[src/rtl/id_stage_sequencer.sv]
// IF/ID boundary register: holds one fetched instruction, classifies its immediate format and stalls on load-use hazards.
// Optional build macro ILLEGAL_OPCODE_EN enables id_illegal; when it is not defined, id_illegal is tied to 0.
module id_stage_sequencer #(
  parameter int          XLEN      = 64,
  parameter logic [2:0]  RESET_SEL = 3'd3
) (
  input  logic            clk,
  input  logic            reset,
  input  logic            if_valid,
  output logic            if_ready,
  input  logic [31:0]     if_instr,
  input  logic [XLEN-1:0] if_pc,
  input  logic            flush,
  input  logic            ex_ready,
  input  logic            ex_is_load,
  input  logic [4:0]      ex_rd,
  output logic            id_valid,
  output logic [31:0]     id_instr,
  output logic [XLEN-1:0] id_pc,
  output logic [4:0]      id_rs1,
  output logic [4:0]      id_rs2,
  output logic [2:0]      imm_sel,
  output logic            id_illegal,
  output logic            seq_state
);

  typedef enum logic {EMPTY = 1'b0, FULL = 1'b1} state_t;

  state_t            state_q, state_d;
  logic [31:0]       instr_q;
  logic [XLEN-1:0]   pc_q;
  logic [2:0]        sel_dec;
  logic              known_op;
  logic              uses_rs1, uses_rs2;
  logic              hazard, out_fire, in_fire;

  // Immediate format decode of the held opcode; unknown opcodes fall back to R/none.
  always_comb begin
    sel_dec  = 3'd3;
    known_op = 1'b1;
    case (instr_q[6:0])
      7'b0000011, 7'b0010011, 7'b0011011, 7'b1100111, 7'b1110011: sel_dec = 3'd0;
      7'b0110111, 7'b0010111: sel_dec = 3'd1;
      7'b0100011:             sel_dec = 3'd2;
      7'b0110011, 7'b0111011: sel_dec = 3'd3;
      7'b1100011:             sel_dec = 3'd4;
      7'b1101111:             sel_dec = 3'd5;
      default:                known_op = 1'b0;
    endcase
  end

  assign uses_rs1 = (sel_dec == 3'd0) || (sel_dec == 3'd2) || (sel_dec == 3'd3) || (sel_dec == 3'd4);
  assign uses_rs2 = (sel_dec == 3'd2) || (sel_dec == 3'd3) || (sel_dec == 3'd4);

  assign id_rs1 = instr_q[19:15];
  assign id_rs2 = instr_q[24:20];

  assign hazard = (state_q == FULL) && ex_is_load && (ex_rd != 5'd0) &&
                  ((uses_rs1 && (ex_rd == id_rs1)) || (uses_rs2 && (ex_rd == id_rs2)));

  // Handshake: a transfer happens on a rising edge where valid and ready are both high;
  // valid never depends on ready, and ready upstream is granted only when the slot empties this cycle.
  assign id_valid = (state_q == FULL) && !hazard;
  assign out_fire = id_valid && ex_ready;
  assign if_ready = !flush && ((state_q == EMPTY) || out_fire);
  assign in_fire  = if_valid && if_ready;

  always_comb begin
    state_d = state_q;
    if (flush)         state_d = EMPTY;
    else if (in_fire)  state_d = FULL;
    else if (out_fire) state_d = EMPTY;
  end

  always_ff @(posedge clk or posedge reset) begin
    if (reset) begin
      state_q <= EMPTY;
      instr_q <= 32'd0;
      pc_q    <= '0;
    end else begin
      state_q <= state_d;
      if (in_fire) begin
        instr_q <= if_instr;
        pc_q    <= if_pc;
      end
    end
  end

  assign id_instr  = instr_q;
  assign id_pc     = pc_q;
  assign imm_sel   = (state_q == FULL) ? sel_dec : RESET_SEL;
  assign seq_state = (state_q == FULL);

`ifdef ILLEGAL_OPCODE_EN
  assign id_illegal = (state_q == FULL) && !known_op;
`else
  logic unused_known;
  assign unused_known = known_op;
  assign id_illegal   = 1'b0;
`endif

endmodule

[config.mk]
export PLATFORM = sky130hd
export DESIGN_NAME = id_stage_sequencer
export DESIGN_NICKNAME = d
export VERILOG_FILES = /design/src/rtl/id_stage_sequencer.sv
export SDC_FILE = /design/constraint.sdc
export NUM_CORES = 1
export LEC_CHECK = 0
export ABC_AREA = 1
export CELL_PAD_IN_SITES_DETAIL_PLACEMENT = 0
export CELL_PAD_IN_SITES_GLOBAL_PLACEMENT = 2
export CORE_MARGIN = 1.5
export CORE_UTILIZATION = 22
export DETAILED_ROUTE_END_ITERATION = 10
export GPL_TIMING_DRIVEN = 0
export HOLD_SLACK_MARGIN = 0.05
export PLACE_DENSITY = 0.88
export SYNTH_ARGS = -nofsm -noshare
export SYNTH_HDL_FRONTEND = slang
export SYNTH_SLANG_ARGS = --single-unit
[constraint.sdc]
create_clock -name clk -period 4.5 [get_ports clk]
set_input_delay 0.9 -clock clk [delete_from_list [all_inputs] [get_ports clk]]
set_output_delay 0.9 -clock clk [all_outputs]
set_load 0.01 [all_outputs]
==> results by group <==
Logic synthesis
  – Register area share after synthesis: 54.8%
  – Syn_nets: 626
  – Synth unique cells: 25
  – Cells after Synth: 519
  – Yosys warning total: 0
  – Mapped Avg Cell Area: 8.53 um^2
  – Top cells by area, synth: dfrtp_1 (55%), nand2_1 (19%), nand4_1 (14%), clkbuf_1 (2.1%), buf_4 (2.0%)
  – FF+latch count, synth: 97
  – Largest area contributor in the netlist: dfrtp_1
  – Synth top area share: 54.8%
  – Cell area after technology mapping: 4430 um^2
  – Most numerous cell in the Yosys netlist: nand2_1
  – Post-synth top cells: nand2_1 (219), dfrtp_1 (97), nand4_1 (97)
  – Number of synthesized flops with an enable pin: 0
  – Asr flop ratio synth: 100%
  – Post-synth top flop: dfrtp_1

STA
  – Min cycle time layout: 3780 ps
  – Clock skew: 7.34 ps
  – Max Freq: 0.265 GHz
  – Crit share post-route: 84.0%
  – Final hold viol count: 0
  – RSZ-0062 raised after global routing: false
  – Number of setup violations in the final report: 0
  – Worst slew pin tran: 692 ps
  – Slew HR: 53.9%
  – Hold_ws: 472 ps
  – Count of final max-slew check failures: 0

Pwr
  – Pwr per Cell Area: 357 nW/um^2
  – Switching power as a share of total power: 30.1%
  – Clk pwr share: 28.2%
  – Reg power frac: 42.3%
  – Internal power: 1.81 mW
  – Combinational share of power: 29.5%
  – Max IR drop VDD: 233 uV
  – Psw: 0.777 mW
  – Static Leakage: 3.35 nW

Finish
  – Final Non-Filler Cells: 1018
  – Fillers: 2032
  – Register area: 2430 um^2
  – Multi-input gate area: 1650 um^2
  – Antenna cells: 0
  – P&R area growth vs syn: 63.4%
  – Share of cells above drive strength 1: 6.91%
  – Fin area: 7230 um^2
  – Final net count: 855

Route
  – Routed len/inst: 15.3 um
  – Top layer in use: met4
  – Initial DRC Count: 203
  – Vias: 4337
  – Metal2 WL: 6.98 mm
  – DRC viols: 0
  – Pre-Repair DR Iteration Count: 4
  – Drt via density: 4.26
  – Final Routed Wirelength: 15.5 mm
  – M1 WL: 6.68 mm
  – DR WL met3: 1.63 mm
  – Post-DRT Antenna Nets: 0

Clocking
  – Longest Clk Path Bufs: 2
  – CTS Buf Count: 9
  – Hold_buf cts: 0
  – CTS tree: yes
  – H-tree Lvls: 3
  – Clk_lat worst skew: 350 ps
  – CTS root buffer: clkbuf_16
  – Post-CTS Setup Bufs: 0
  – Clock sinks: 97
  – Post-CTS Resized: 0
  – Clk slew on worst S/H paths: 70 ps

Placement
  – Dpl cell area: 6960 um^2
  – GPL Wtd Cong: 0.782
  – I/O Buffers: 217
  – Placed cell count: 1002
  – Dpl hpwl: 11.6 mm

Setup path
  – Req. time, crit path: 3600 ps
  – Critical path class: in -> out
  – Crit path max-delay cell type: clkdlybuf4s50_1
  – Critical Path AT: 2880 ps
  – Critical-path cell list: clkdlybuf4s50_1, xor2_1, nor3b_1, nand4_1, nand2_1, nand2_1, nand2_2, a21oi_1, clkdlybuf4s50_1
  – Crit. End Element: primary output
  – Crit path launch: ex_rd[2]
  – Crit Reg-Reg Startpoint: id_instr[2]$_DFFE_PP0P_
  – Critical path's largest stage delay: 500 ps
  – Startpoint Class: input pin
  – CP max FO: 3

Die
  – Row count: 51
  – Die ar.: 21000 um^2
  – Area of the core: 19600 um^2
  – Die Y: 145 um
  – Die W: 145 um
  – Ports: 220
  – Initial core utilization: 22.6%

Min path
  – Worst hold path startpoint: id_pc[61]$_DFFE_PP0P_
  – Hold crit path type: reg -> reg

GRT
  – Via count of the first global-routing pass: 4357
  – Initial antenna violation count: 0
  – Global-route wire length before repair: 24.1 mm
  – GRT Util Overall: 15.0%
  – Congestion Overflow GR: 0
  – Pin count of the biggest net entering global routing: 51

Flow run
  – Max_cap viols: 0

Status
  – Status: complete, no violations
## path summary, 6_finish.rpt
| path | slack (ps) | endpoint | cells past startpoint |
|---|---|---|---|
| min reg2reg | 470 | id_pc[61]$_DFFE_PP0P_ | 2 |
| max reg2reg | 2230 | id_pc[39]$_DFFE_PP0P_ | 18 |
| min | 470 | id_pc[61]$_DFFE_PP0P_ | 2 |
| max | 720 | if_ready | 9 |
| max in group asynchronous | 2800 | seq_state$_DFFE_PP0P_ | 3 |
| min in group asynchronous | 1010 | id_pc[1]$_DFFE_PP0P_ | 2 |
## kinds of logic (layout without fill, tap and decap cells)
group	Yosys count	in the layout	synth area share [%]
DFF	97	97	54.8
and+or+nand+nor	339	339	35.0
other	1	1	0.0847
AOI/OAI and AO/OA	6	6	0.735
buffers and inverters	69	303	7.94
xor gates and xnor gates	7	7	1.38
## cells in the final DEF, fill, tap and decap left out
cell / netlist / layout
nand2_1: 219 / 219
clkdlybuf4s50_1: 0 / 217
nand4_1: 97 / 97
dfrtp_1: 97 / 97
clkbuf_1: 25 / 26
buf_4: 12 / 12
inv_1: 12 / 11
nor2_1: 10 / 10
clkbuf_16: 0 / 9
buf_2: 8 / 8
inv_2: 5 / 5
nand3_1: 5 / 5
buf_6: 5 / 5
a21oi_1: 4 / 4
xnor2_1: 4 / 4
xor2_1: 3 / 3
nor4_1: 2 / 2
buf_1: 2 / 2
clkinv_2: 0 / 2
clkinvlp_4: 0 / 2
nor2_2: 1 / 1
or2_2: 1 / 1
nor3b_1: 1 / 1
o21ai_0: 1 / 1
a211oi_1: 1 / 1
nand2_2: 1 / 1
nand2_4: 1 / 1
nand3_2: 1 / 1
inv_4: 0 / 1
conb_1: 1 / 1
inv_6: 0 / 1
clkinv_4: 0 / 1
buf_16: 0 / 1
## registers in the layout, indices dropped and copies added (netlist names)
register,flops
id_pc,64
id_instr,32
seq_state,1
## power groups by stage
stage          registers (mW)  clock network, mW  logic (mW)
2_1_floorplan            1.16                  0       0.239
3_3_place_gp             1.11                  0       0.768
3_5_place_dp             1.11                  0       0.774
4_1_cts                  1.09              0.759       0.776
5_1_grt                  1.11              0.800       0.839
6_report                 1.09              0.729       0.761
## layer usage
layer / vias to the layer above / track usage (%)
met1: 1991 / 18.5
met4: 0 / 4.20
met5: - / 0
met2: 151 / 23.5
li1: 2181 / -
met3: 14 / 6.94
## stage by stage
stage | TNS, ps | total power [mW] | util [%] | worst slack, ps
3_3_place_gp | -77750 | 1.87 | 35.4 | -810
6_report | 0 | 2.58 | 36.9 | 720
5_1_grt | 0 | 2.75 | 36.9 | 598
3_5_place_dp | 0 | 1.88 | 35.5 | 729
2_1_floorplan | 0 | 1.40 | - | 1070
4_1_cts | 0 | 2.63 | 36.9 | 710
## cell type report
cell class                      instances  area share, %
Inverter                               17          0.917
Buffer                                 52           3.98
Tap cell                              265           4.58
Clock buffer                           10           3.17
Sequential cell                        97           33.6
Clock inverter                          6          0.588
Timing Repair Buffer                  218           30.4
Multi-Input combinational cell        353           22.8
## worst max-delay path, delay by kind of cell
family	cells	cell delay, ps
simple gates	5	740
xor+xnor	1	190
compound gates	1	70
buf+inv	2	980
(Power assumes the default switching activity.)
